$ cat src/rtl/store_narrower.sv
`default_nettype none
// ============================================================================
// Module      : store_narrower
// Description : Store-side narrowing unit. Takes a 32-bit store word with an
//               access size and byte offset, narrows it to byte, halfword or
//               word, and issues one or two 16-bit beats to a halfword-wide
//               data memory port under a valid/ready handshake. Flags values
//               that a same-width sign-extending load would not reproduce, and
//               rejects misaligned or reserved-size requests.
// Revision    : 1.0 - initial release
// ============================================================================
module store_narrower (
  input  logic        clk_i,
  input  logic        rst_i,
  input  logic        req_valid_i,
  output logic        req_ready_o,
  input  logic [31:0] data_i,
  input  logic [1:0]  size_i,
  input  logic [1:0]  addr_i,
  output logic        mem_valid_o,
  input  logic        mem_ready_i,
  output logic        mem_hsel_o,
  output logic [15:0] mem_data_o,
  output logic [1:0]  mem_be_o,
  output logic        busy_o,
  output logic        done_o,
  output logic        ovf_o,
  output logic        err_o
);

  localparam logic [1:0] c_SIZE_BYTE = 2'b00;
  localparam logic [1:0] c_SIZE_HALF = 2'b01;
  localparam logic [1:0] c_SIZE_WORD = 2'b10;
  localparam logic [1:0] c_SIZE_RSVD = 2'b11;

  typedef enum logic [1:0] {
    ST_IDLE  = 2'd0,
    ST_BEAT0 = 2'd1,
    ST_BEAT1 = 2'd2
  } state_t;

  state_t      r_state;
  state_t      w_state_next;

  // Request-side decode
  logic        w_accept;
  logic        w_bad;
  logic        w_start;
  logic        w_ovf;

  // Beat-side decode
  logic        w_beat_fire;
  logic        w_last_fire;

  // First-beat values computed from the incoming request
  logic        w_b0_hsel;
  logic [15:0] w_b0_data;
  logic [1:0]  w_b0_be;

  // Registered request context and outputs
  logic        r_is_word;
  logic [15:0] r_hi_data;
  logic        r_mem_hsel;
  logic [15:0] r_mem_data;
  logic [1:0]  r_mem_be;
  logic        r_ovf;
  logic        r_err;
  logic        r_done;

  // Handshake, alignment check and overflow detection for the incoming request
  always_comb begin
    w_accept = req_valid_i & (r_state == ST_IDLE);
    w_bad    = (size_i == c_SIZE_RSVD)
             | ((size_i == c_SIZE_HALF) & addr_i[0])
             | ((size_i == c_SIZE_WORD) & (addr_i != 2'b00));
    w_start  = w_accept & ~w_bad;
    // A value survives a sign-extending reload only if every bit above the
    // narrowed sign bit equals that sign bit.
    case (size_i)
      c_SIZE_BYTE: w_ovf = ~((&data_i[31:7])  | ~(|data_i[31:7]));
      c_SIZE_HALF: w_ovf = ~((&data_i[31:15]) | ~(|data_i[31:15]));
      default:     w_ovf = 1'b0;
    endcase
  end

  // First beat placement: lane select, replicated byte and byte enables
  always_comb begin
    w_b0_hsel = 1'b0;
    w_b0_data = data_i[15:0];
    w_b0_be   = 2'b11;
    case (size_i)
      c_SIZE_BYTE: begin
        w_b0_hsel = addr_i[1];
        w_b0_data = {data_i[7:0], data_i[7:0]};
        w_b0_be   = addr_i[0] ? 2'b10 : 2'b01;
      end
      c_SIZE_HALF: begin
        w_b0_hsel = addr_i[1];
        w_b0_data = data_i[15:0];
        w_b0_be   = 2'b11;
      end
      default: begin
        w_b0_hsel = 1'b0;
        w_b0_data = data_i[15:0];
        w_b0_be   = 2'b11;
      end
    endcase
  end

  // State register; reset abandons any transfer in flight
  always_ff @(posedge clk_i or posedge rst_i) begin
    if (rst_i) begin
      r_state <= ST_IDLE;
    end else begin
      r_state <= w_state_next;
    end
  end

  // Next-state logic and state-decoded handshake/status outputs
  always_comb begin
    w_state_next = r_state;
    req_ready_o  = 1'b0;
    mem_valid_o  = 1'b0;
    busy_o       = 1'b0;
    w_beat_fire  = 1'b0;
    w_last_fire  = 1'b0;
    case (r_state)
      ST_IDLE: begin
        req_ready_o = 1'b1;
        if (w_start) begin
          w_state_next = ST_BEAT0;
        end
      end
      ST_BEAT0: begin
        mem_valid_o = 1'b1;
        busy_o      = 1'b1;
        if (mem_ready_i) begin
          w_beat_fire  = 1'b1;
          w_last_fire  = ~r_is_word;
          w_state_next = r_is_word ? ST_BEAT1 : ST_IDLE;
        end
      end
      ST_BEAT1: begin
        mem_valid_o = 1'b1;
        busy_o      = 1'b1;
        if (mem_ready_i) begin
          w_beat_fire  = 1'b1;
          w_last_fire  = 1'b1;
          w_state_next = ST_IDLE;
        end
      end
      default: begin
        w_state_next = ST_IDLE;
      end
    endcase
  end

  // Beat datapath, overflow flag and one-cycle status pulses
  always_ff @(posedge clk_i or posedge rst_i) begin
    if (rst_i) begin
      r_is_word  <= 1'b0;
      r_hi_data  <= 16'h0000;
      r_mem_hsel <= 1'b0;
      r_mem_data <= 16'h0000;
      r_mem_be   <= 2'b00;
      r_ovf      <= 1'b0;
      r_err      <= 1'b0;
      r_done     <= 1'b0;
    end else begin
      r_err  <= w_accept & w_bad;
      r_done <= w_last_fire;
      if (w_start) begin
        r_is_word  <= (size_i == c_SIZE_WORD);
        r_hi_data  <= data_i[31:16];
        r_ovf      <= w_ovf;
        r_mem_hsel <= w_b0_hsel;
        r_mem_data <= w_b0_data;
        r_mem_be   <= w_b0_be;
      end else if (w_beat_fire) begin
        if (w_last_fire) begin
          // Park the beat lanes at zero once the request has drained.
          r_mem_hsel <= 1'b0;
          r_mem_data <= 16'h0000;
          r_mem_be   <= 2'b00;
        end else begin
          r_mem_hsel <= 1'b1;
          r_mem_data <= r_hi_data;
          r_mem_be   <= 2'b11;
        end
      end
    end
  end

  assign mem_hsel_o = r_mem_hsel;
  assign mem_data_o = r_mem_data;
  assign mem_be_o   = r_mem_be;
  assign ovf_o      = r_ovf;
  assign err_o      = r_err;
  assign done_o     = r_done;

endmodule
`default_nettype wire
$ cat config.mk
export PLATFORM = sky130hd
export DESIGN_NAME = store_narrower
export DESIGN_NICKNAME = d
export VERILOG_FILES = /design/src/rtl/store_narrower.sv
export SDC_FILE = /design/constraint.sdc
export NUM_CORES = 1
export LEC_CHECK = 0
export CORE_MARGIN = 3
export CORE_UTILIZATION = 30
export CTS_BUF_LIST = sky130_fd_sc_hd__clkbuf_4 sky130_fd_sc_hd__clkbuf_8
export CTS_CLUSTER_DIAMETER = 150
export DETAILED_ROUTE_END_ITERATION = 6
export GPL_ROUTABILITY_DRIVEN = 0
export PLACE_DENSITY_LB_ADDON = 0.05
export SLEW_MARGIN = 15
export SYNTH_ARGS = -nofsm -noshare
export SYNTH_HDL_FRONTEND = slang
export SYNTH_SLANG_ARGS = --single-unit
$ cat constraint.sdc
create_clock -name clk_i -period 1.6 [get_ports clk_i]
set_clock_uncertainty 0.2 [all_clocks]
set_input_delay 0.24 -clock clk_i [delete_from_list [all_inputs] [get_ports clk_i]]
set_output_delay 0.24 -clock clk_i [all_outputs]
set_load 0.1 [all_outputs]
======== Word-level counts from Yosys, hierarchy flattened ========
Index checks and enable logic that the tools add are counted.
storage, ports and cells
  bits of input ports ..................... 40
  logic and storage cells ................. 68
  output and inout bits ................... 25
  register bits after elaboration ......... 41
operators by class
  reductions and logical operators ........ 11
  bitwise logic cells ..................... 15
  equality and inequality tests ........... 8
  mux-type cells .......................... 25
operators with widths
  cell                                            number
  two-way mux 16 bit                              4
  AND reduction 25 bit                            1
  OR reduction 25 bit                             1
  two-way mux 2 bit                               9
  AND reduction 17 bit                            1
  OR reduction 17 bit                             1
  two-way mux 1 bit                               9
  == test 2 bit (second input constant)           3
  inequality test 2 bit (second input constant)   3
  inverter 1 bit                                  6
  one-hot mux 2 bit (3 select lines)              1
  bitwise AND 1 bit                               5
  == test 2 x 1 -> 1 bit (second input constant)  2
  logical NOT 2 bit                               2
  OR 1 bit                                        4
  one-hot mux 1 bit (2 select lines)              2
  nonzero test 2 bit                              2
  OR reduction 2 bit                              2
  AND reduction 3 bit                             1

======== Logic depth before layout (Yosys ltp) ========
  depth in word-level cells ............... 8
  depth in mapped cells ................... 8
  gate-level depth less buffers ........... 6

======== Least setup slack after synthesis ========
Ideal clock, no wire load.
  path kind ............................... register -> register
  start point ............................. register r_state[0]
  end point ............................... register r_state[0]
  clock period less this slack ............ 2.608 ns
  arrival ................................. 2.281 ns
  buffers on the path ..................... 0
  data required time ...................... 1.272 ns
  setup time .............................. 0.128 ns
  cell stages (with the launch flop) ...... 7
  slack ................................... -1.008 ns
  path through ............................ dfrtp_1 > inv_1 > ha_1 > nand2_1 > o21bai_2 > a21oi_1 > mux2_1
between the ends
  longest elaborated chain between the ends .. 5
  elaborated cells on any way between the ends .. 10
  classes of those cells .................. eq/ne: 5; mux: 1; bitwise: 2; reduce/logical: 2
ends and longest elaborated chain
  item                             RTL line  source
  from (decl)                      42        state_t r_state;
  from (signal assigned)           115       r_state <= w_state_next;
  logical NOT 2 bit                72, 127
  bitwise AND 1 bit                72        w_accept = req_valid_i & (r_state == ST_IDLE);
  bitwise AND 1 bit                76        w_start = w_accept & ~w_bad;
  inequality test 2 bit (no line)  --
  AND reduction 3 bit (no line)    --
Parallel ways exist; a longest one is shown, timed or not.
A chain may end at the register's enable or synchronous reset.

======== Worst setup path in the final report ========
  start point ............................. register r_state[0]
  end point ............................... register r_mem_data[13] (netlist: mem_data_o[13])
between the ends
  longest elaborated chain between the ends .. 5
  elaborated cells on any way between the ends .. 12
  classes of those cells .................. eq/ne: 2; mux: 5; bitwise: 2; reduce/logical: 3
ends and longest elaborated chain
  item                                                            RTL line  source
  == test 2 bit / == test 2 x 1 -> 1 bit (equally long branches)  127       case (r_state)
  one-hot mux 1 bit (2 select lines)                              127
  two-way mux 16 bit                                              180       if (w_last_fire) begin
  two-way mux 16 bit                                              179       end else if (w_beat_fire) begin
  two-way mux 16 bit                                              172       if (w_start) begin
  to (signal assigned)                                            177       r_mem_data <= w_b0_data;
  to (signal assigned)                                            187       r_mem_data <= r_hi_data;
  to (decl)                                                       64        logic [15:0] r_mem_data;
Parallel ways exist; a longest one is shown, timed or not. The select of a mux whose other input is x is not followed.

==> metrics.md <==
| Metric | Value |
|---|---|
| Pleak | `roughly 1.8 nW` |
| Max-Cap Viols | `0` |
| Die width | `87.23 um` |
| CP Buf/Inv Count | `3` |
| Least-Margin Pin Slew | `about 330 ps` |
| Clock buffer depth | `2` |
| Worst path arrival time | `~1800 ps` |
| Setup Viol. Count Final | `between 40 and 50` |
| Minimum clock period | `~1800 ps` |
| TritonCTS clock tree | `yes` |
| Highest ir drop seen on vdd | `between 1.5 and 2 mV` |
| Critical path fanouts, max | `5` |
| Vias | `2050` |
| Post-synthesis sequential area ratio | `0.5183` |
| FILL cells | `526` |
| Status | `complete, but fails checks` |
| RR Startpoint | `r_state[0]` |
| Distinct cell type count after synthesis | `34` |
| Kind of end point of the critical path | `flop` |
| Synthesized area per cell | `between 9 and 10 um^2` |
| Hold WC Path Type | `in -> async` |
| Clock Sinks | `slightly above 40` |
| Reg2Reg Setup Slack | `-220 ps` |
| Synth warn | `0` |
| Seq. cell area | `just over 1000 um^2` |
| Dpl hpwl | `~4800 um` |
| Multi-input gate area | `around 1200 um^2` |
| Gr usage total | `0.1762` |
| Fin cells | `between 400 and 500` |
| NumNets Final | `374` |
| Placed Cells | `between 300 and 400` |
| Critical Path Source Type | `flop` |
| Worst-path clk slew | `~80 ps` |
| CTS Buf Count | `5` |
| Worst Setup SP | `r_state[0]` |
| Largest net degree at the start of global routing | `42` |
| DR iter-0 viols | `78` |
| DRT Pass-1 Iters | `4` |
| Ant diodes | `0` |
| Max Slew Vio Count | `0` |
| Pwr Density | `around 2200 nW/um^2` |
| Worst EP required | `roughly 1600 ps` |
| Synth Instances | `approximately 220` |
| Fmax | `between 500 and 600 MHz` |
| Avg Vias per Cell | `around 5` |
| Crit-path cells | `inv_2, ha_4, nand2_4, nor3_4, buf_12, clkbuf_16, a221oi_2, a31oi_1` |
| Placeable Area | `around 6000 um^2` |
| Final period utilization | `1.140` |
| Pwr Total | `about 8.6 mW` |
| Die area | `around 7600 um^2` |
| Grt total ovfl | `0` |
| Die H | `~87 um` |
| Global-route wire length before repair | `10340 um` |
| Hold slack final | `slightly above 90 ps` |
| Synthesized area | `1979 um^2` |
| H-tree depth | `2` |
| Post-layout util | `0.6242` |
| DRC | `0` |
| Critical path's top delay family | `flip-flops` |
| Crit-path max cell delay | `between 400 and 500 ps` |
| Syn-to-layout area delta | `94.44%` |
| I/O pin cnt | `65` |
| Initial antenna violation count | `0` |
| Routed length per instance | `approximately 17 um` |
| Row count | `28` |
| Final Worst Setup Slack | `-224.3 ps` |
| Final setup TNS | `-5572 ps` |
| Seq cells post-synth | `41` |
| Synthesized Nets | `roughly 260` |
| DRT Wirelength | `between 6000 and 7000 um` |
| Crit-path slowest cell | `dfrtp_2` |
| Hold Vio Cnt, Final | `0` |
| RSZ-0062 raised after global routing | `true` |
| Starting Density | `0.3210` |
| Vias in the first global route | `about 2100` |
| Failing checks | `setup timing` |
| CTS root buffer | `clkbuf_8` |
| Critical path type | `reg -> reg` |
| Routed Antenna Nets | `0` |
| IO Port Bufs | `64` |
| Slew HR | `0.7767` |
| Latest clock arrival within the worst-skew pair | `slightly below 300 ps` |
| Ratio of cells with drive above 1 in the final layout | `0.4471` |
[cell usage after synthesis (all sizes together)]
cell type,count,area (um^2)
a41oi,1,8.760
a221oi,16,140.1
inv,3,11.26
clkbuf,2,7.510
nand3b,1,7.510
nor2,20,75.07
o21bai,1,11.26
a21oi,5,25.02
or2,1,6.260
nor3,5,41.29
ha,4,50.05
nand4,5,31.28
dfrtp,41,1026
o21ai,2,10.01
a211oi,1,7.510
nand2b,1,6.260
or4,1,11.26
nand2,70,262.8
nor2b,1,6.260
o21ba,2,20.02
or3,1,6.260
o41a,1,11.26
nand3,1,5.000
nor4,6,43.79
a31oi,9,56.30
a221o,1,10.01
mux2,1,11.26
mux2i,1,10.01
buf,11,60.05
[path summary, 6_finish.rpt]
kind | depth (start not counted) | endpoint
setup / recovery | 8 | mem_data_o[13]
hold / removal | 3 | mem_hsel_o
setup reg to reg | 8 | mem_data_o[13]
hold reg to reg | 2 | r_hi_data[13]
max in group asynchronous | 3 | r_state[0]
min in group clk_i | 3 | r_hi_data[0]
[timing repair]
action                     in CTS  in global routing
setup endpoints to repair      31                 42
setup buffers                   1                  4
pin swaps                      10                 23
resized for setup              33                 56
hold buffers                    0                  0
cloned                          0                  4
[cell type report]
type,count,area share
clock buffer,6,0.01983
clock inverter,2,0.002601
inverter,3,0.002926
multi-input combinational,158,0.3017
sequential,41,0.2669
tap,75,0.02438
timing repair buffer,121,0.3817
[sequential cells by signal, summed over array words and instances (netlist names)]
register	cells
mem_be_o	2
r_is_word	1
r_hi_data	16
done_o	1
err_o	1
mem_hsel_o	1
ovf_o	1
r_state	2
mem_data_o	16
[logic make-up (layout without fill, tap and decap cells)]
kind of cell               Yosys count  after routing  share of synthesized area
AOI/OAI and AO/OA                   39             39                     0.1517
adders and majority gates            4              4                    0.02529
buffers and inverters               16            132                    0.03982
DFF                                 41             41                     0.5183
muxes                                2              2                    0.01075
and+or+nand+nor                    113            113                     0.2541
[routing by layer]
layer	vias to the layer above	track usage	share of wire
met5	-	0	0
met4	0	0.04881	0.012
met3	7	0.03784	0.044
met2	47	0.2878	0.50
met1	999	0.2361	0.44
li1	997	-	-
[through the flow]
step | setup slack (ps) | instance area [um^2]
floorplan | -341.3 | 2063
global placement | -575.1 | 3322
detailed placement | -633.8 | 3322
CTS | -183.8 | 3482
global route | -312.2 | 3849
finish | -224.3 | 3849
[cell usage in the layout, fill, tap and decap left out, types with 2 or more instances in the layout]
| cell | instances |
|---|---|
| a21oi_1 | 4 |
| a221oi_2 | 16 |
| a31oi_1 | 9 |
| buf_12 | 28 |
| buf_4 | 40 |
| buf_6 | 6 |
| buf_8 | 4 |
| clkbuf_16 | 4 |
| clkbuf_8 | 5 |
| clkdlybuf4s50_1 | 19 |
| clkinv_2 | 2 |
| dfrtp_1 | 40 |
| dlygate4sd2_1 | 16 |
| dlymetal6s2s_1 | 4 |
| ha_1 | 2 |
| ha_4 | 2 |
| inv_2 | 2 |
| nand2_1 | 46 |
| nand2_2 | 17 |
| nand2_4 | 7 |
| nand4_1 | 5 |
| nor2_1 | 20 |
| nor3_1 | 3 |
| nor4_1 | 2 |
| nor4_2 | 2 |
| nor4_4 | 2 |
| o21ai_1 | 2 |
[report_power, final]
group | switching, mW | internal (mW)
clock | 0.366 | 0.320
sequential | 0.538 | 1.52
combinational | 3.40 | 2.42
total | 4.31 | 4.26
[worst register-to-register path, delay by kind of cell, from the launching register on]
kind	cells	cell delay (ps)
flip-flops	1	410
buffers and inverters	3	370
adder cells (fa/ha/maj)	1	290
AND/OR/NAND/NOR	2	280
AO/OA/AOI/OAI	2	200
(Power assumes the default switching activity.)
